$ cat src/rtl/if_ctrl.sv
// Instruction-fetch control: sequences boot hold, hazard stalls, branch redirects
// and halt/resume, driving PC and IF/ID enables plus redirect/stall event counters.
`ifndef PC_WIDTH
`define PC_WIDTH 32
`endif

module if_ctrl #(
    parameter int PC_WIDTH         = `PC_WIDTH,
    parameter int BOOT_HOLD        = 2,
    parameter int REDIRECT_BUBBLES = 1
) (
    input  logic                clk,
    input  logic                reset,
    input  logic                branch_taken,
    input  logic [PC_WIDTH-1:0] branch_target,
    input  logic                load_use_hazard,
    input  logic                halt_req,
    input  logic                resume,
    output logic                pc_sel,
    output logic [PC_WIDTH-1:0] pc_imm,
    output logic                pc_write,
    output logic                IF_ID_write,
    output logic                IF_flush,
    output logic                halted,
    output logic [15:0]         redirect_cnt,
    output logic [15:0]         stall_cnt
);

    typedef enum logic [2:0] {
        S_BOOT,
        S_RUN,
        S_STALL,
        S_REDIRECT,
        S_HALT
    } state_t;

    state_t      r_state;
    logic [3:0]  r_boot_cnt;
    logic [1:0]  r_bub_cnt;
    logic [15:0] r_redirect_cnt;
    logic [15:0] r_stall_cnt;

    logic w_active;
    logic w_take_br;
    logic w_halt_ev;
    logic w_stall;

    // Branch outranks halt, halt outranks load-use; HALT and BOOT ignore all events.
    assign w_active  = (r_state == S_RUN) || (r_state == S_STALL);
    assign w_take_br = branch_taken && (w_active || (r_state == S_REDIRECT));
    assign w_halt_ev = w_active && !branch_taken && halt_req;
    assign w_stall   = w_active && !branch_taken && load_use_hazard;

    assign redirect_cnt = r_redirect_cnt;
    assign stall_cnt    = r_stall_cnt;

    always_comb begin
        pc_sel      = 1'b0;
        pc_imm      = '0;
        pc_write    = 1'b0;
        IF_ID_write = 1'b0;
        IF_flush    = 1'b0;
        halted      = 1'b0;
        case (r_state)
            S_BOOT: begin
                IF_flush = 1'b1;
            end
            S_RUN, S_STALL, S_REDIRECT: begin
                if (w_take_br) begin
                    pc_sel      = 1'b1;
                    pc_imm      = branch_target;
                    pc_write    = 1'b1;
                    IF_ID_write = 1'b1;
                    IF_flush    = 1'b1;
                end else if (r_state == S_REDIRECT) begin
                    pc_write    = 1'b1;
                    IF_ID_write = 1'b1;
                    IF_flush    = 1'b1;
                end else if (!w_stall) begin
                    pc_write    = 1'b1;
                    IF_ID_write = 1'b1;
                end
            end
            S_HALT: begin
                IF_flush = 1'b1;
                halted   = 1'b1;
            end
            default: begin
                IF_flush = 1'b1;
            end
        endcase
    end

    always_ff @(posedge clk) begin
        if (reset) begin
            r_state        <= S_BOOT;
            r_boot_cnt     <= 4'(BOOT_HOLD);
            r_bub_cnt      <= '0;
            r_redirect_cnt <= '0;
            r_stall_cnt    <= '0;
        end else begin
            if (w_take_br) r_redirect_cnt <= r_redirect_cnt + 16'd1;
            if (w_stall)   r_stall_cnt    <= r_stall_cnt + 16'd1;
            case (r_state)
                S_BOOT: begin
                    if (r_boot_cnt <= 4'd1) begin
                        r_boot_cnt <= '0;
                        r_state    <= S_RUN;
                    end else begin
                        r_boot_cnt <= r_boot_cnt - 4'd1;
                    end
                end
                S_RUN, S_STALL: begin
                    if (w_take_br) begin
                        r_bub_cnt <= 2'(REDIRECT_BUBBLES);
                        r_state   <= S_REDIRECT;
                    end else if (w_halt_ev) begin
                        r_state <= S_HALT;
                    end else if (w_stall) begin
                        r_state <= S_STALL;
                    end else begin
                        r_state <= S_RUN;
                    end
                end
                S_REDIRECT: begin
                    if (w_take_br) begin
                        r_bub_cnt <= 2'(REDIRECT_BUBBLES);
                    end else if (r_bub_cnt <= 2'd1) begin
                        r_bub_cnt <= '0;
                        r_state   <= S_RUN;
                    end else begin
                        r_bub_cnt <= r_bub_cnt - 2'd1;
                    end
                end
                S_HALT: begin
                    if (resume && !halt_req) r_state <= S_RUN;
                end
                default: begin
                    r_state <= S_BOOT;
                end
            endcase
        end
    end

endmodule

$ cat config.mk
export PLATFORM = sky130hd
export DESIGN_NAME = if_ctrl
export DESIGN_NICKNAME = d
export VERILOG_FILES = /design/src/rtl/if_ctrl.sv
export SDC_FILE = /design/constraint.sdc
export NUM_CORES = 1
export LEC_CHECK = 0
export CAP_MARGIN = 20
export CORE_MARGIN = 8
export CORE_UTILIZATION = 57
export DETAILED_ROUTE_END_ITERATION = 12
export DONT_BUFFER_PORTS = 1
export PLACE_DENSITY = 0.78
export SLEW_MARGIN = 20
export SYNTH_ARGS = -nofsm -noshare
export SYNTH_HDL_FRONTEND = slang
export SYNTH_SLANG_ARGS = --single-unit
$ cat constraint.sdc
create_clock -name clk -period 1.8 [get_ports clk]
set_input_delay 0.09 -clock clk [delete_from_list [all_inputs] [get_ports clk]]
set_output_delay 0.09 -clock clk [all_outputs]
set_load 0.05 [all_outputs]
==> reports/metrics.cfg <==
[worst_setup_path]
end_kind=register
path_max_fanout=3
max_stage_delay_ns=0.38
critPathSlowestCell=dfxtp_2
arrival_ns=2.04
cp-endpoint=r_state[2]$_SDFFE_PP0P_
reg2reg_from=r_boot_cnt[0]$_SDFFE_PP0P_
crit_chain=inv_1 > ha_1 > or2_2 > nand2_1 > o211ai_1 > a2111oi_2
cp_top_family=compound AO/OA/AOI/OAI gates
ff2ff_setup_slack_ns=-0.03
crit_cells=6
timing.rr.end=r_state[2]$_SDFFE_PP0P_
path_class=reg -> reg
cp_num_buf_inv=1
reg2reg_depth=6
critPathRequiredTime_ns=2.01
cp-startpoint=r_boot_cnt[0]$_SDFFE_PP0P_
startpoint_type=register

[synth]
ys_warn_count=0
netlist_area_um2=2270
syn-instance-count=281
syn_nets=323
synth_edf_count=0
syn_avg_cell_area_um2=8.09
ys.flop_type=dfxtp_1
ys_ff_latch=41
synth_cell_types=41
async_flop_share=0
ys_seq_area_frac=0.361

[timing]
fin_hold_ws_ns=0.0136
post-route-period-util=1.02
worst_slew_pin_slew_ns=0.538
final.min_clock_period_ns=1.83
max_freq_ghz=0.546
drv_slew=0
setup_violations=4
hold_viol_final=0
rsz0062_at_grt=yes
worst_slack_ns=-0.0299
slew-limit-headroom=0.638
tns_ns=-0.0689
finClkSkew_ns=0.00881

[global_routing]
track_usage=0.272
grt.overflow.total=0
antenna_found_initial=0
grt_pass1_vias=2623
grt_pass1_wl_mm=13.5
grt_max_degree=40

[cts]
clock-sinks=41
clkSlewWorstSetupHoldPaths_ns=0.09
cts.path.max_buffers=2
clk_latency_ns=0.31
cts_buffers=5
htree_levels=2
cts_tree=built
cts_root_buf=clkbuf_8

[run_status]
status=complete, but fails checks
violations=negative setup slack

[min_path]
hp-class=in -> reg
hold_path_depth=2

[drt]
dr.pass1.iters=7
avgRoutedWirePerCell_um=26.8
drtIter0Drc=393
ant_nets=0
wl_mm=10.7
vias_per_cell=6.96
via_count=2789
drc=0

[final_layout]
regArea_um2=860
drive_gt1_frac=0.356
area_growth_pct=54.5
diodes=0
final_nets=392
final_common_cell=buf_4
multi_input_area_um2=1420
fillers=150
fin_area_um2=3510
final_cell_mix=buf_4, buf_12, and2_1

[floorplanning]
rows=23
initial_core_util=0.581
io_pins=107
die_x_um=79.2
die-area_um2=6270
fp.dieH_um=79.2
core-area_um2=3910

[placed_design]
placed_area_um2=3260
gp_congestion=0.903
dpl.hpwl_mm=5.91
numPortBuffers=0

[pwr]
power_mw=4.36
leakage_nw=1.36
ir_worst_vdd_v=0.00111
cellPowerDensity_nw_per_um2=1240

[run]
cap_violations=0

through the flow:
step | std cells | setup WS (ns) | util
floorplan | 281 | -0.0109 | -
global placement | 388 | 0.0805 | 0.832
detailed placement | 388 | -0.0641 | 0.832
CTS | 399 | 0.0212 | 0.870
global route | 401 | -0.0638 | 0.898
finish | 401 | -0.0299 | 0.898
final cells by class:
type | instances | area share
Sequential cell | 41 | 0.245
Clock buffer | 6 | 0.0235
Inverter | 6 | 0.00641
Multi-Input combinational cell | 217 | 0.403
Tap cell | 50 | 0.0178
Clock inverter | 2 | 0.00392
Timing Repair Buffer | 79 | 0.301
state kept, by name, summed over array words and instances, names as in the netlist:
name / cells
r_boot_cnt: 4
stall_cnt: 16
r_state: 3
redirect_cnt: 16
r_bub_cnt: 2
worst min path at each step:
stage / from / end / slack, ns
after floorplan: halt_req / r_state[2]$_SDFFE_PP0P_ / 0.27
after global placement: reset / stall_cnt[5]$_SDFFE_PP0N_ / 0.16
after detailed placement: reset / stall_cnt[6]$_SDFFE_PP0N_ / 0.16
after CTS: branch_taken / r_state[2]$_SDFFE_PP0P_ / 0.0002
after global routing: reset / stall_cnt[9]$_SDFFE_PP0N_ / 0.03
final: branch_taken / r_state[2]$_SDFFE_PP0P_ / 0.01
repair_timing:
action | CTS | global route
hold endpoints to repair | 39 | 0
hold buffers | 3 | 0
pin swaps | 0 | 2
setup endpoints to repair | 36 | 39
gates resized for setup | 3 | 19
buffers inserted | 0 | 1
gates cloned | 0 | 1
cell families (layout without fill, tap and decap cells):
logic type,Yosys count,count (layout),share of synthesized area
simple gates,142,142,0.349
compound gates,49,49,0.129
flops,41,41,0.361
buf+inv,23,93,0.0468
xor+xnor,17,17,0.0688
mux,5,5,0.0231
fa+ha+maj,4,4,0.0220
cells in the mapped netlist, types with 7 or more instances:
master,n,share of area
and2_1,33,0.091
or4_1,9,0.030
a21oi_1,22,0.048
dfxtp_1,41,0.36
nor2_1,29,0.048
nand4_1,8,0.022
o31ai_1,9,0.030
nand2_1,16,0.026
nand3_1,9,0.020
xor2_1,7,0.027
clkbuf_1,11,0.018
o21ai_0,10,0.022
or3_1,8,0.022
xnor2_1,9,0.035
routing by layer:
metal,vias up,wire (µm),GRT usage
met2,299,5270,0.486
met3,83,1320,0.0892
met1,1282,3360,0.260
li1,1125,-,-
met4,0,784,0.183
met5,-,0,0
power by group:
part,internal [mW],leakage [nW],total (mW),switching (mW)
Sequential,0.994,0.343,1.11,0.114
Combinational,1.00,0.967,2.56,1.56
Clock,0.312,0.0512,0.684,0.372
Total,2.31,1.36,4.36,2.05
Power figures use the tool's default switching activity.
